`src/rtl/dot_product_sequencer.sv`:
```
// ---------------------------------------------------------------------------
// dot_product_sequencer
//
// Sequential wrapper around an external combinational 32x32 signed multiplier.
// Operand pairs are accepted with a valid/ready handshake and registered onto
// mul_a/mul_b. The product mul_p returns within the same cycle and is
// accumulated on the following edge. After the programmed number of terms,
// the 64-bit signed sum is offered on out_acc with a valid/ready handshake.
//
// Optional feature macro: DOT_PRODUCT_SAT_EN
//   defined   - a signed overflow clamps the accumulator to the most positive
//               or most negative 64-bit value, and out_ovf is set
//   undefined - the accumulator wraps modulo 2^64, and out_ovf flags the wrap
//
// Ports:
//   clk, rst            clock, synchronous active-high reset
//   start, len          begin a dot product of len terms (sampled in IDLE)
//   in_valid, in_ready  operand handshake; in_a/in_b are the signed operands
//   mul_a, mul_b        registered operands driven to the multiplier
//   mul_p               64-bit product returned by the multiplier
//   out_valid/out_ready result handshake; out_acc is the signed sum
//   out_ovf             sticky signed-overflow flag for this result
//   busy                high whenever the sequencer is not idle
// ---------------------------------------------------------------------------
module dot_product_sequencer #(
    parameter int LEN_W = 8
) (
    input  logic             clk,
    input  logic             rst,
    input  logic             start,
    input  logic [LEN_W-1:0] len,
    input  logic             in_valid,
    output logic             in_ready,
    input  logic [31:0]      in_a,
    input  logic [31:0]      in_b,
    output logic [31:0]      mul_a,
    output logic [31:0]      mul_b,
    input  logic [63:0]      mul_p,
    output logic             out_valid,
    input  logic             out_ready,
    output logic [63:0]      out_acc,
    output logic             out_ovf,
    output logic             busy
);

    typedef enum logic [1:0] {
        IDLE  = 2'd0,
        RUN   = 2'd1,
        DRAIN = 2'd2,
        DONE  = 2'd3
    } state_t;

    localparam logic [LEN_W-1:0] CNT_ONE = LEN_W'(1);
    localparam logic [63:0]      ACC_MAX = 64'h7FFF_FFFF_FFFF_FFFF;
    localparam logic [63:0]      ACC_MIN = 64'h8000_0000_0000_0000;

    state_t           state_r;
    logic [LEN_W-1:0] issue_cnt_r;
    logic [63:0]      acc_r;
    logic             ovf_r;
    logic             p_vld_r;
    logic             in_ready_r;
    logic [31:0]      mul_a_r;
    logic [31:0]      mul_b_r;
    logic             out_valid_r;
    logic [63:0]      out_acc_r;
    logic             out_ovf_r;
    logic             busy_r;

    logic [63:0]      sum_s;
    logic             ovf_event_s;
    logic [63:0]      acc_next_s;

    // Two's-complement add overflows when both addends share a sign and the
    // sum's sign differs from it.
    function automatic logic add_overflow(input logic [63:0] x,
                                          input logic [63:0] y,
                                          input logic [63:0] s);
        return (x[63] == y[63]) && (s[63] != x[63]);
    endfunction

    // Clamp value for an overflow; the addends' common sign picks the rail.
    function automatic logic [63:0] sat_value(input logic neg);
        return neg ? ACC_MIN : ACC_MAX;
    endfunction

    // Accumulator adder, overflow detection and optional saturation.
    always_comb begin
        sum_s       = acc_r + mul_p;
        ovf_event_s = add_overflow(acc_r, mul_p, sum_s);
`ifdef DOT_PRODUCT_SAT_EN
        if (ovf_event_s) begin
            acc_next_s = sat_value(acc_r[63]);
        end else begin
            acc_next_s = sum_s;
        end
`else
        acc_next_s = sum_s;
`endif
    end

    // Sequencer FSM, operand capture, accumulate stage and result registers.
    always_ff @(posedge clk) begin
        if (rst) begin
            state_r     <= IDLE;
            issue_cnt_r <= '0;
            acc_r       <= 64'd0;
            ovf_r       <= 1'b0;
            p_vld_r     <= 1'b0;
            in_ready_r  <= 1'b0;
            mul_a_r     <= 32'd0;
            mul_b_r     <= 32'd0;
            out_valid_r <= 1'b0;
            out_acc_r   <= 64'd0;
            out_ovf_r   <= 1'b0;
            busy_r      <= 1'b0;
        end else begin
            // Accumulate the product of the operands captured last edge.
            if (p_vld_r) begin
                acc_r <= acc_next_s;
                if (ovf_event_s) begin
                    ovf_r <= 1'b1;
                end
            end

            case (state_r)
                IDLE: begin
                    p_vld_r <= 1'b0;
                    if (start) begin
                        issue_cnt_r <= len;
                        acc_r       <= 64'd0;
                        ovf_r       <= 1'b0;
                        busy_r      <= 1'b1;
                        if (len == '0) begin
                            state_r <= DONE;
                        end else begin
                            state_r    <= RUN;
                            in_ready_r <= 1'b1;
                        end
                    end
                end

                RUN: begin
                    if (in_valid && in_ready_r) begin
                        mul_a_r     <= in_a;
                        mul_b_r     <= in_b;
                        p_vld_r     <= 1'b1;
                        issue_cnt_r <= issue_cnt_r - CNT_ONE;
                        // Last pair: stop accepting and let its product drain.
                        if (issue_cnt_r == CNT_ONE) begin
                            in_ready_r <= 1'b0;
                            state_r    <= DRAIN;
                        end
                    end else begin
                        // Bubble: operands hold so the multiplier does not toggle.
                        p_vld_r <= 1'b0;
                    end
                end

                DRAIN: begin
                    // The final product lands in acc_r on this edge.
                    p_vld_r <= 1'b0;
                    state_r <= DONE;
                end

                DONE: begin
                    p_vld_r <= 1'b0;
                    if (out_valid_r && out_ready) begin
                        out_valid_r <= 1'b0;
                        busy_r      <= 1'b0;
                        state_r     <= IDLE;
                    end else begin
                        out_valid_r <= 1'b1;
                        // Snapshot once; the result stays frozen under back-pressure.
                        if (!out_valid_r) begin
                            out_acc_r <= acc_r;
                            out_ovf_r <= ovf_r;
                        end
                    end
                end

                default: begin
                    state_r     <= IDLE;
                    p_vld_r     <= 1'b0;
                    in_ready_r  <= 1'b0;
                    out_valid_r <= 1'b0;
                    busy_r      <= 1'b0;
                end
            endcase
        end
    end

    assign in_ready  = in_ready_r;
    assign mul_a     = mul_a_r;
    assign mul_b     = mul_b_r;
    assign out_valid = out_valid_r;
    assign out_acc   = out_acc_r;
    assign out_ovf   = out_ovf_r;
    assign busy      = busy_r;

endmodule

```
`config.mk`:
```
export PLATFORM = sky130hd
export DESIGN_NAME = dot_product_sequencer
export DESIGN_NICKNAME = d
export VERILOG_FILES = /design/src/rtl/dot_product_sequencer.sv
export SDC_FILE = /design/constraint.sdc
export NUM_CORES = 1
export LEC_CHECK = 0
export BUFFER_PORTS_ARGS = -buffer_cell sky130_fd_sc_hd__buf_2
export CAP_MARGIN = 20
export CORE_MARGIN = 8
export CORE_UTILIZATION = 50
export CTS_BUF_LIST = sky130_fd_sc_hd__clkbuf_4 sky130_fd_sc_hd__clkbuf_8
export CTS_CLUSTER_SIZE = 10
export DETAILED_ROUTE_END_ITERATION = 10
export HOLD_SLACK_MARGIN = 0.15
export PLACE_DENSITY_LB_ADDON = 0.2
export SLEW_MARGIN = 20
export SYNTH_ARGS = -nofsm -noshare
export SYNTH_HDL_FRONTEND = slang
export SYNTH_SLANG_ARGS = --single-unit
```
`constraint.sdc`:
```
create_clock -name clk -period 3.1 [get_ports clk]
set_input_delay 0.155 -clock clk [delete_from_list [all_inputs] [get_ports clk]]
set_output_delay 0.155 -clock clk [all_outputs]
set_load 0.03 [all_outputs]
```
# == Word level (Yosys, flattened, before mapping) ==
# Index checks and enable logic that the tools add are counted.
# word_totals
elab_cells,68
output_inout_bits,132
input_bits,141
ff_bits,208
# classes
n_reduce_logical,14
n_bitwise,2
muxes,27
eq_ne,11
addsub,2
# op_table
op,n
64-bit 2-to-1 mux,3
64-bit adder,1
8-bit 2-to-1 mux,2
8-bit case mux with 2 select lines,1
1-bit 2-to-1 mux,12
2-bit 2-to-1 mux,5
2-bit inequality test (second input constant),5
3-bit AND reduction,3
8-bit by 1-bit == test with 1-bit output (second input constant),1
8-bit zero test,1
2-bit case mux with 4 select lines,1
8-bit by 1-bit subtractor with 8-bit output (second input constant),1
1-bit case mux with 2 select lines,3
5-bit AND reduction,1
2-bit == test (second input constant),2
4-bit AND reduction,1
2-bit nonzero test,2
1-bit logical AND,3
3-bit OR reduction,1
2-bit by 1-bit == test with 1-bit output (second input constant),1
2-bit zero test,1
1-bit NOT,2
2-bit AND reduction,1
1-bit == test,1
1-bit inequality test,1

# == Depth between registers and ports, before layout ==
# Gate-level depths: netlist (run 1).
# logic_depth
depth_word,7
mapped_depth,13
mapped_depth_nobuf,13

# == Worst setup path before layout (run 1) ==
# OpenSTA, ideal clock, no wires.
# synth_timing
path_kind,register to register
from,reg acc_r[0]
to,reg acc_r[56]
synth_period_minus_slack_ns,3.148
arrival_ns,3.069
t_required_ns,3.021
setup_ns,0.079
slack_ns,-0.048
stages_incl_launch_ff,14
path_buffers,0
cell_sequence,dfxtp_1 ha_1 fa_1 a211oi_2 o211ai_1 a31oi_1 nand3_1 a31o_2 a31oi_4 o211ai_1 a311o_1 nand3_1 mux2_2 o211ai_1
# synth_via
elab_chain_len,4
# synth_lines
item,line_no,text
start: declaration,59,logic [63:0] acc_r;
start signal: assignment,120,acc_r <= acc_next_s;
64-bit adder (*),89,sum_s = acc_r + mul_p;
64-bit 2-to-1 mux (*),119,if (p_vld_r) begin
64-bit 2-to-1 mux,129,if (start) begin
64-bit 2-to-1 mux (*),126,case (state_r)
# Every way passes the cells marked *; elsewhere a longest branch is shown, timed or not.
# A chain may end at the register's enable or synchronous reset.

# == Worst setup path in the final report (run 1) ==
# layout_timing
from,reg acc_r[0]
to,reg acc_r[62]
# Same word-level chain as after synthesis.

==> results.txt, run 1 <==
----------------------------------------------------
[Status]
  Outcome ... finished, violations left
  Violations in the final reports ... negative setup slack

[Setup path]
  Most repeated library cell on the critical path ... sky130_fd_sc_hd__o31ai_4
  Critical setup path kind ... flop to flop
  Data required time at the worst endpoint ... 3520 ps
  Cell breakdown of the critical path ... ha_4 -> fa_2 -> a211oi_2 -> o211ai_1 -> a31oi_2 -> buf_4 -> a21oi_2 -> o31ai_4 -> o31ai_4 -> a31oi_4 -> o221ai_2 -> a311o_2 -> mux2i_1 -> nand3_1
  Critical path fanouts, max ... 3
  Worst reg2reg path startpoint ... acc_r[0]$_SDFF_PP0_
  Crit. End Element ... flop
  Longest individual stage delay on the worst path ... 390 ps
  Beginning of the critical path ... acc_r[0]$_SDFF_PP0_
  Critical-path top delay cell ... sky130_fd_sc_hd__a311o_2
  Critical path arrival ... 3560 ps
  Worst Path Buf+Inv ... 1
  Sort of element at the start of the critical path ... flop
  Dominant delay contributor by cell family on the critical path ... compound AO/OA/AOI/OAI gates

[Detailed routing]
  Number of remaining DRC errors ... 0
  WL final ... 37.0 mm
  Detail-routed net length per standard cell ... 17.4 microns
  Post-detailed-route count of antenna-violating nets ... 0
  Detail-routed via count per cell ... 5.52
  Via Count ... 11700
  Pre-antenna DRT Iters ... 5
  Number of DRC markers after the initial detailed-route iteration ... 836

[Floorplan]
  Die area ... 27100 sq um
  X dimension of the die ... 165 microns
  Num rows ... 54
  Effective utilization at floorplan ... 50.8%
  Area of the core region ... 21800 sq um
  I/O pins ... 273
  DIE HEIGHT ... 165 microns

[Synth]
  Area fraction of the dominant cell type after synthesis ... 37.7%
  Count of synthesis-stage warnings from yosys ... 0
  Mux share of post-synthesis cell area ... 4.37%
  Number of flip-flops and latches in the synthesized netlist ... 208
  Proportion of register bits with asynchronous set or reset after synthesis ... 0%
  Top FF cell, synth ... sky130_fd_sc_hd__dfxtp_1
  Cell variety after synth ... 69
  Cell area after synthesis ... 11000 sq um
  Post-synthesis cell count ... 1397
  Share of synthesized cell area in full adder, half adder and majority cells ... 8.11%
  Area share of xor/xnor cells in the synthesized design ... 4.44%
  Synthesized Nets ... 1609
  Largest cells by area after synthesis ... sky130_fd_sc_hd__dfxtp_1 (38%), sky130_fd_sc_hd__nand2_1 (11%), sky130_fd_sc_hd__a21oi_1 (9.7%), sky130_fd_sc_hd__ha_1 (7.9%), sky130_fd_sc_hd__mux2i_1 (4.2%)
  Number of synthesized flops with an enable pin ... 0
  Simple-gate share of the synthesized area ... 20.0%
  Seq/Total Area, Yosys ... 37.7%
  Dominant combinational cell family by area after synthesis ... compound AO/OA/AOI/OAI gates
  Biggest area consumer among synthesized cells ... sky130_fd_sc_hd__dfxtp_1
  Compound-gate portion of the synthesized area ... 22.1%
  Average cell area after synthesis ... 7.91 sq um

[CTS]
  Number of CTS-inserted buffers ... 38
  Clk sinks ... 208
  Largest buffer count on any clock path ... 3
  Buffer type at the clock tree root ... sky130_fd_sc_hd__clkbuf_8
  Clock latency of the later-clocked register in the worst-skew pair ... 540 ps
  H-tree levels ... 2
  Clock-pin transition on the worst setup and hold timing paths ... 60 ps
  Clock tree from TritonCTS ... built

[Placement]
  Number of placed instances with taps included ... 1951
  Port Buf Inserts ... 272
  DP HPWL ... 25.4 mm
  Routability-driven placement congestion ratio ... 0.941

[Pwr]
  Peak supply drop ... 0.308 mV
  Total power density per cell area ... 487 nW/um^2
  Final Power ... 7.38 mW
  Leakage ... 6.69 nW

[STA]
  Post-layout minimum cycle time ... 3140 ps
  Max-slew headroom at the worst pin ... 44.2%
  Worst-margin pin slew ... 837 ps
  Final setup fails ... 4
  Setup repair after global routing missed its margin ... yes
  Period utilization ... 101%
  Worst Slack Setup Final ... -36.7 ps
  Count of final max-slew check failures ... 0
  Post-Route Skew ... 13.2 ps
  Final hold violations ... 0
  Achievable clock frequency ... 0.319 GHz
  Final sum of negative setup slack ... -91.6 ps

[Finish]
  Share of the core filled with cells ... 69.6%
  Most frequent cells in the layout ... sky130_fd_sc_hd__nand2_1 (331), sky130_fd_sc_hd__buf_2 (271), sky130_fd_sc_hd__a21oi_1 (208)
  Share of cells above drive strength 1 ... 26.1%
  Commonest non-fill, non-tap cell in the layout ... sky130_fd_sc_hd__nand2_1
  Number of fillers in the final layout ... 1761
  Final cell count without fillers ... 2129
  Layout area overhead ... 37.1%
  Net count of the finished layout ... 2032

[Worst hold path]
  Type of the worst min-delay path ... primary input to flop
  Hold Startpoint ... mul_p[50]

[Global route]
  Number of global-route vias before repair ... 11600
  Wire length of the first global-routing pass ... 57.3 mm
  Initial antenna violation count ... 2
  Remaining Overflow, GRT ... 0
  Pin count of the biggest net entering global routing ... 107
  Gr usage total ... 25.6%

[Job]
  Max_cap viols ... 0

----------------------------------------------------
-- report_power, final --
group | internal, mW | total (mW) | switching, mW
sequential | 2.80 | 2.91 | 0.115
clock | 1.67 | 2.84 | 1.17
combinational | 0.632 | 1.62 | 0.993
total | 5.10 | 7.38 | 2.27
-- sequential cells by signal, summed over array words and instances (netlist names) --
signal	count
acc_r	64
busy	1
in_ready	1
issue_cnt_r	8
mul_a	32
mul_b	32
out_acc	64
out_ovf	1
out_valid	1
ovf_r	1
p_vld_r	1
state_r	2
-- Yosys cell counts (all sizes together) (21+ instances only) --
cell,n
inv,21
a21o,30
nor2,90
o21ai,54
nand2,333
xor2,22
xnor2,34
ha,70
mux2i,46
dfxtp,208
clkbuf,63
a21oi,215
-- path summary, 6_finish.rpt --
| path | slack [ps] | to | cells past startpoint |
|---|---|---|---|
| worst max-delay path | -40 | acc_r[62]$_SDFF_PP0_ | 14 |
| worst min-delay path | 170 | acc_r[50]$_SDFF_PP0_ | 4 |
| worst max register to register | -40 | acc_r[62]$_SDFF_PP0_ | 14 |
| worst min register to register | 450 | out_acc[0]$_SDFFE_PP0P_ | 2 |
-- through the flow --
stage	cell area (sq um)	hold WS [ps]	setup slack [ps]
final	15100	166	-36.7
after detailed placement	13100	402	-285
after global routing	15100	193	-219
after floorplan	11000	291	13.0
after global placement	13100	396	-227
after CTS	15000	162	-135
-- layout make-up --
class | instances | area [sq um] | share of cell area (%)
clock inverter | 9 | 104 | 0.686
antenna | 2 | 5.00 | 0.0330
multi-input combinational | 1093 | 6690 | 44.2
tap | 280 | 350 | 2.31
inverter | 21 | 78.8 | 0.520
sequential | 208 | 4170 | 27.5
clock buffer | 58 | 729 | 4.82
timing repair buffer | 458 | 3020 | 19.9
-- cells by family (layout without fill, tap and decap cells) --
| kind of cell | count (synthesis) | in the layout |
|---|---|---|
| adder cells (fa/ha/maj) | 71 | 71 |
| buffers and inverters | 96 | 546 |
| other | 0 | 2 |
| multiplexers | 48 | 48 |
| flip-flops | 208 | 208 |
| AO/OA/AOI/OAI | 396 | 396 |
| XOR/XNOR | 56 | 56 |
| AND/OR/NAND/NOR | 522 | 522 |
-- timing repair --
| action | in CTS | in global routing |
|---|---|---|
| buffers inserted | 6 | 6 |
| hold buffers | 97 | 0 |
| cloned | 0 | 0 |
| pin swaps | 20 | 16 |
| endpoints found under the hold margin | 102 | 0 |
| setup endpoints to repair | 10 | 16 |
| gates resized for setup | 13 | 19 |
-- per-layer routing --
layer,up-vias,track usage [%],wire (microns)
li1,5730,-,-
met1,5457,31.1,15400
met2,472,43.6,17300
met3,83,5.68,3060
met4,0,9.71,1200
met5,-,0,0
-- tightest hold or removal path: stages --
cell and delay, ps:
sky130_fd_sc_hd__buf_2 80, sky130_fd_sc_hd__ha_1 230, sky130_fd_sc_hd__xor2_1 90, sky130_fd_sc_hd__o21ai_1 100
Note: power is estimated with default switching activity, not from simulation.
==> run 2, diff against run 1 <==
--- a/config.mk
+++ b/config.mk
@@ -7,7 +7,6 @@
 export LEC_CHECK = 0
 export BUFFER_PORTS_ARGS = -buffer_cell sky130_fd_sc_hd__buf_2
 export CAP_MARGIN = 20
-export CORE_MARGIN = 8
 export CORE_UTILIZATION = 50
 export CTS_BUF_LIST = sky130_fd_sc_hd__clkbuf_4 sky130_fd_sc_hd__clkbuf_8
 export CTS_CLUSTER_SIZE = 10
==> run 2 against run 1 <==
The run still ends with negative setup slack left. Critical path type unchanged. Clock power up 2%. Highest routed layer unchanged. Die area down 16%. First-iteration DRC count down 37%.
==> results.txt, run 2 (synthesized netlist as in run 1, its figures left out) <==
----------------------------------------------------
[Status]
  Outcome ... finished, violations left
  Violations in the final reports ... negative setup slack

[Finish]
  Commonest non-fill, non-tap cell in the layout ... sky130_fd_sc_hd__nand2_1
  Share of cells above drive strength 1 ... 26.5%
  Total area of multi-input combinational cells ... 6690 sq um
  Register cell area after layout ... 4170 sq um
  Number of fillers in the final layout ... 1724
  Net count of the finished layout ... 2031
  Layout area overhead ... 36.8%
  Most frequent cells in the layout ... sky130_fd_sc_hd__nand2_1 (332), sky130_fd_sc_hd__buf_2 (271), sky130_fd_sc_hd__a21oi_1 (210)

[Pwr]
  Leakage ... 6.68 nW
  Combinational group share of total power ... 21.9%
  Switching pwr ... 2.27 mW
  Internal Power ... 5.17 mW
  Clock network fraction of total power ... 39.0%
  Net switching fraction of the power ... 30.5%
  Total power density per cell area ... 492 nW/um^2
  Seq pwr share ... 39.1%
  Peak supply drop ... 0.340 mV

[STA]
  Post-layout minimum cycle time ... 3210 ps
  Final sum of negative setup slack ... -313 ps
  Post-Route Skew ... 30.1 ps
  Worst-margin pin slew ... 767 ps
  Final hold violations ... 0
  Hold Worst Slack ... 178 ps
  Achievable clock frequency ... 0.312 GHz
  Worst Slack Setup Final ... -108 ps
  Period utilization ... 103%
  Max-slew headroom at the worst pin ... 48.9%
  Setup repair after global routing missed its margin ... yes
  Count of final max-slew check failures ... 0
  Final setup fails ... 5

[Setup path]
  Critical setup path kind ... flop to flop
  Data required time at the worst endpoint ... 3500 ps
  Crit. End Element ... flop
  Sort of element at the start of the critical path ... flop
  Critical path fanouts, max ... 3
  Critical path arrival ... 3610 ps

[CTS]
  Clock latency of the later-clocked register in the worst-skew pair ... 540 ps
  Clock tree from TritonCTS ... built
  Clock-pin transition on the worst setup and hold timing paths ... 70 ps
  Clk sinks ... 208
  Largest buffer count on any clock path ... 3
  Number of CTS-inserted buffers ... 37
  H-tree levels ... 2
  Buffer type at the clock tree root ... sky130_fd_sc_hd__clkbuf_8

[Detailed routing]
  Number of remaining DRC errors ... 0
  WL final ... 35.0 mm
  Via Count ... 11700
  Detail-routed via count per cell ... 5.49
  Post-detailed-route count of antenna-violating nets ... 0
  Number of DRC markers after the initial detailed-route iteration ... 525
  Detail-routed net length per standard cell ... 16.4 microns
  Pre-antenna DRT Iters ... 6

[Global route]
  Initial antenna violation count ... 1
  Gr usage total ... 29.6%
  Remaining Overflow, GRT ... 0
  Number of global-route vias before repair ... 11200
  Pin count of the biggest net entering global routing ... 66
  Wire length of the first global-routing pass ... 53.9 mm

[Floorplan]
  Area of the core region ... 21800 sq um
  Die area ... 22700 sq um
  DIE HEIGHT ... 151 microns
  I/O pins ... 273
  Effective utilization at floorplan ... 50.8%
  Num rows ... 54
  X dimension of the die ... 151 microns

[Worst hold path]
  Type of the worst min-delay path ... primary input to flop

[Job]
  Max_cap viols ... 0

[Placement]
  Port Buf Inserts ... 272
  DP HPWL ... 23.0 mm
  Routability-driven placement congestion ratio ... 0.931

----------------------------------------------------
[run 2: changes by cell type in the layout (fill, tap and decap cells not counted), sizes merged]
cell and change:
diode -1, clkbuf -3, bufinv +2, buf +7, dlygate4sd3 -7
[run 2: path summary, 6_finish.rpt]
kind | startpoint | endpoint | slack (ps) | cells after the start
max reg2reg | acc_r[0]$_SDFF_PP0_ | acc_r[52]$_SDFF_PP0_ | -110 | 14
min | start | acc_r[57]$_SDFF_PP0_ | 180 | 5
min reg2reg | out_acc[25]$_SDFFE_PP0P_ | out_acc[25]$_SDFFE_PP0P_ | 450 | 2
max | acc_r[0]$_SDFF_PP0_ | acc_r[52]$_SDFF_PP0_ | -110 | 14
[run 2: worst max-delay path, cell delays in order, from the launching register on]
cell and delay [ps]:
sky130_fd_sc_hd__dfxtp_2 340, sky130_fd_sc_hd__ha_4 160, sky130_fd_sc_hd__fa_2 370, sky130_fd_sc_hd__a211oi_2 230, sky130_fd_sc_hd__o211ai_1 140, sky130_fd_sc_hd__a31oi_2 210, sky130_fd_sc_hd__nand3_1 110, sky130_fd_sc_hd__a31o_2 290
sky130_fd_sc_hd__a31oi_4 200, sky130_fd_sc_hd__o211ai_1 160, sky130_fd_sc_hd__a311o_1 390, sky130_fd_sc_hd__buf_4 150, sky130_fd_sc_hd__xor2_1 130, sky130_fd_sc_hd__mux2i_1 140, sky130_fd_sc_hd__nor2_1 60
[run 2: cell type report]
cell class,count,share of cell area (%)
well taps,280,2.32
flip-flops and latches,208,27.6
repair buffers,458,19.8
clock inverters,11,1.07
multi-input cells,1093,44.3
inverters,21,0.522
diodes,1,0.0166
clock buffers,55,4.47
[run 2: layer usage]
metal | routed length, microns | vias up | track usage [%]
li1 | - | 5735 | -
met1 | 14900 | 5396 | 35.9
met2 | 16400 | 433 | 50.2
met3 | 2120 | 108 | 4.94
met4 | 1530 | 0 | 15.6
met5 | 0 | - | 0
[run 2: per-stage QoR]
stage	setup WS, ps	power (mW)	std cells	util (%)	instance area [sq um]
floorplan	13.0	3.97	1397	-	11000
global placement	-198	4.41	1965	60.6	13200
detailed placement	-299	4.45	1965	60.6	13200
CTS	-148	7.44	2123	68.9	15000
global route	-254	7.77	2127	69.5	15100
finish	-108	7.44	2127	69.5	15100
[run 2: what timing repair did]
action | 4_1_cts | 5_1_grt
endpoints found under the setup margin | 7 | 16
hold buffers | 90 | 0
setup buffers | 2 | 3
resized for setup | 9 | 23
hold endpoints to repair | 104 | 0
pin swaps | 5 | 10
[run 2: power by group through the flow]
stage	clock [mW]	combinational [mW]	sequential (mW)
after floorplan	0	0.933	3.04
after global placement	0	1.46	2.95
after detailed placement	0	1.49	2.96
after CTS	2.95	1.60	2.90
after global routing	3.06	1.79	2.92
final	2.90	1.63	2.91
==> run 3, diff against run 2 <==
--- a/config.mk
+++ b/config.mk
@@ -7,7 +7,9 @@
 export LEC_CHECK = 0
 export BUFFER_PORTS_ARGS = -buffer_cell sky130_fd_sc_hd__buf_2
 export CAP_MARGIN = 20
-export CORE_UTILIZATION = 50
+export CELL_PAD_IN_SITES_DETAIL_PLACEMENT = 1
+export CELL_PAD_IN_SITES_GLOBAL_PLACEMENT = 1
+export CORE_UTILIZATION = 36
 export CTS_BUF_LIST = sky130_fd_sc_hd__clkbuf_4 sky130_fd_sc_hd__clkbuf_8
 export CTS_CLUSTER_SIZE = 10
 export DETAILED_ROUTE_END_ITERATION = 10
==> run 3 against run 2 <==
The run still ends with negative setup slack left. Sequential share of layout area down 0.49 points. Critical path depth decreased by 1. Register-to-register slack got worse by 50 ps. Routed wire length up 15%.
==> results.txt, run 3 (synthesized netlist as in run 1, its figures left out) <==
----------------------------------------------------
[Global route]
  Pin count of the biggest net entering global routing ... 85
  Number of global-route vias before repair ... 12200
  Initial antenna violation count ... 1
  Gr usage total ... 24.9%
  Remaining Overflow, GRT ... 0
  Wire length of the first global-routing pass ... 62.7 mm

[STA]
  Final setup fails ... 5
  Post-Route Skew ... 9.19 ps
  Achievable clock frequency ... 0.307 GHz
  Setup repair after global routing missed its margin ... yes
  Post-layout minimum cycle time ... 3250 ps
  Count of final max-slew check failures ... 0
  Worst Slack Setup Final ... -155 ps
  Worst-margin pin slew ... 990 ps
  Final hold violations ... 0
  Period utilization ... 105%
  Max-slew headroom at the worst pin ... 34.0%

[Detailed routing]
  Detail-routed via count per cell ... 5.17
  Detail-routed net length per standard cell ... 17.9 microns
  Pre-antenna DRT Iters ... 4
  Via Count ... 11600
  WL final ... 40.2 mm
  Post-detailed-route count of antenna-violating nets ... 0
  Number of remaining DRC errors ... 0
  Number of DRC markers after the initial detailed-route iteration ... 500

[Floorplan]
  DIE HEIGHT ... 177 microns
  X dimension of the die ... 177 microns
  I/O pins ... 273
  Num rows ... 63
  Die area ... 31400 sq um
  Area of the core region ... 29900 sq um
  Effective utilization at floorplan ... 37.0%

[Status]
  Violations in the final reports ... negative setup slack
  Outcome ... finished, violations left

[Pwr]
  Leakage ... 6.73 nW
  Total power density per cell area ... 485 nW/um^2
  Peak supply drop ... 0.238 mV

[Setup path]
  Data required time at the worst endpoint ... 3560 ps
  Crit. End Element ... flop
  Critical path fanouts, max ... 3
  Worst reg2reg path startpoint ... acc_r[0]$_SDFF_PP0_
  Critical setup path kind ... flop to flop
  Register-to-Register Path Depth ... 13
  Sort of element at the start of the critical path ... flop
  Critical path arrival ... 3720 ps
  Worst reg2reg endpoint ... acc_r[56]$_SDFF_PP0_
  FF-to-FF setup slack ... -150 ps

[Placement]
  DP HPWL ... 28.0 mm
  Placed cell area ... 13500 sq um
  Port Buf Inserts ... 272
  Routability-driven placement congestion ratio ... 0.840
  Number of placed instances with taps included ... 2095

[Worst hold path]
  Type of the worst min-delay path ... primary input to flop
  Capture endpoint of the worst hold path ... acc_r[60]$_SDFF_PP0_
  Hold Startpoint ... mul_p[60]
  Hold Path Cell Cnt ... 3

[CTS]
  Buffer type at the clock tree root ... sky130_fd_sc_hd__clkbuf_8
  H-tree levels ... 2
  Largest buffer count on any clock path ... 3
  Clock latency of the later-clocked register in the worst-skew pair ... 540 ps
  Clk sinks ... 208
  Clock tree from TritonCTS ... built
  Number of CTS-inserted buffers ... 38
  Clock-pin transition on the worst setup and hold timing paths ... 60 ps

[Finish]
  Commonest non-fill, non-tap cell in the layout ... sky130_fd_sc_hd__nand2_1
  Net count of the finished layout ... 2048
  Post-route cell area ... 15400 sq um
  Share of cells above drive strength 1 ... 27.8%
  Final cell count without fillers ... 2251
  Layout area overhead ... 39.4%
  Most frequent cells in the layout ... sky130_fd_sc_hd__nand2_1 (333), sky130_fd_sc_hd__buf_2 (271), sky130_fd_sc_hd__dfxtp_1 (205)

[Job]
  Max_cap viols ... 0

----------------------------------------------------
[run 3: changes by cell type in the layout (fill, tap and decap cells not counted), sizes merged]
cell / previous run / this run
buf: 368 / 392
bufinv: 4 / 3
clkbuf: 55 / 56
clkinv: 5 / 3
dlygate4sd3: 90 / 82
[run 3: area by class of cell]
| type | instances | area, sq um |
|---|---|---|
| fillers | 3668 | 14500 |
| diodes | 1 | 2.50 |
| well taps | 390 | 488 |
| multi-input cells | 1093 | 6730 |
| flip-flops and latches | 208 | 4170 |
| clock buffers | 56 | 683 |
| repair buffers | 474 | 3110 |
| inverters | 21 | 78.8 |
| clock inverters | 8 | 124 |
[run 3: metrics by stage]
stage | TNS [ps] | util (%) | hold WS [ps] | total power, mW | setup WS (ps)
2_1_floorplan | 0 | - | 291 | 3.97 | 13.0
3_3_place_gp | -1240 | 45.2 | 395 | 4.49 | -299
3_5_place_dp | -1790 | 45.2 | 402 | 4.54 | -313
4_1_cts | -1170 | 50.9 | 157 | 7.53 | -238
5_1_grt | -1720 | 51.5 | 194 | 7.84 | -300
6_report | -696 | 51.5 | 189 | 7.46 | -155
[run 3: worst max-delay path by stage]
| stage | cells past startpoint | slack, ps | from | end |
|---|---|---|---|---|
| 4_1_cts | 14 | -240 | acc_r[0]$_SDFF_PP0_ | acc_r[62]$_SDFF_PP0_ |
| 2_1_floorplan | 13 | 10 | acc_r[0]$_SDFF_PP0_ | acc_r[56]$_SDFF_PP0_ |
| 6_report | 13 | -150 | acc_r[0]$_SDFF_PP0_ | acc_r[56]$_SDFF_PP0_ |
| 5_1_grt | 14 | -300 | acc_r[0]$_SDFF_PP0_ | acc_r[62]$_SDFF_PP0_ |
| 3_5_place_dp | 14 | -310 | acc_r[0]$_SDFF_PP0_ | acc_r[52]$_SDFF_PP0_ |
| 3_3_place_gp | 14 | -300 | acc_r[0]$_SDFF_PP0_ | acc_r[52]$_SDFF_PP0_ |
[run 3: report_power, final]
group | internal [mW] | leakage (nW) | total [mW] | switching [mW]
Sequential | 2.80 | 1.68 | 2.92 | 0.122
Combinational | 0.645 | 4.62 | 1.68 | 1.03
Clock | 1.66 | 0.427 | 2.86 | 1.20
[run 3: routing by layer]
| metal | wire [microns] | track usage (%) | part of all wire, % | up-vias |
|---|---|---|---|---|
| li1 | - | - | - | 5760 |
| met1 | 17600 | 30.4 | 44 | 5515 |
| met2 | 19300 | 43.4 | 48 | 289 |
| met3 | 2210 | 4.36 | 5.5 | 72 |
| met4 | 1180 | 8.98 | 2.9 | 0 |
| met5 | 0 | 0 | 0 | - |
[run 3: worst max-delay path, cell delays in order, from the launching register on]
cell and delay [ps]:
sky130_fd_sc_hd__dfxtp_2 340, sky130_fd_sc_hd__ha_4 160, sky130_fd_sc_hd__fa_2 420, sky130_fd_sc_hd__a211oi_2 290, sky130_fd_sc_hd__o211ai_1 160, sky130_fd_sc_hd__a31oi_1 200, sky130_fd_sc_hd__nand3_1 100, sky130_fd_sc_hd__a31o_2 230
sky130_fd_sc_hd__a31oi_4 160, sky130_fd_sc_hd__o211ai_1 150, sky130_fd_sc_hd__a311o_1 410, sky130_fd_sc_hd__nand3_1 120, sky130_fd_sc_hd__mux2_2 330, sky130_fd_sc_hd__o211ai_1 90
[run 3: timing repair]
action                                 CTS  global route
setup endpoints to repair               12            19
endpoints found under the hold margin   85             0
gates resized for setup                  9            34
hold buffers                            82             0
buffers inserted                         5             5
pin swaps                               16            13
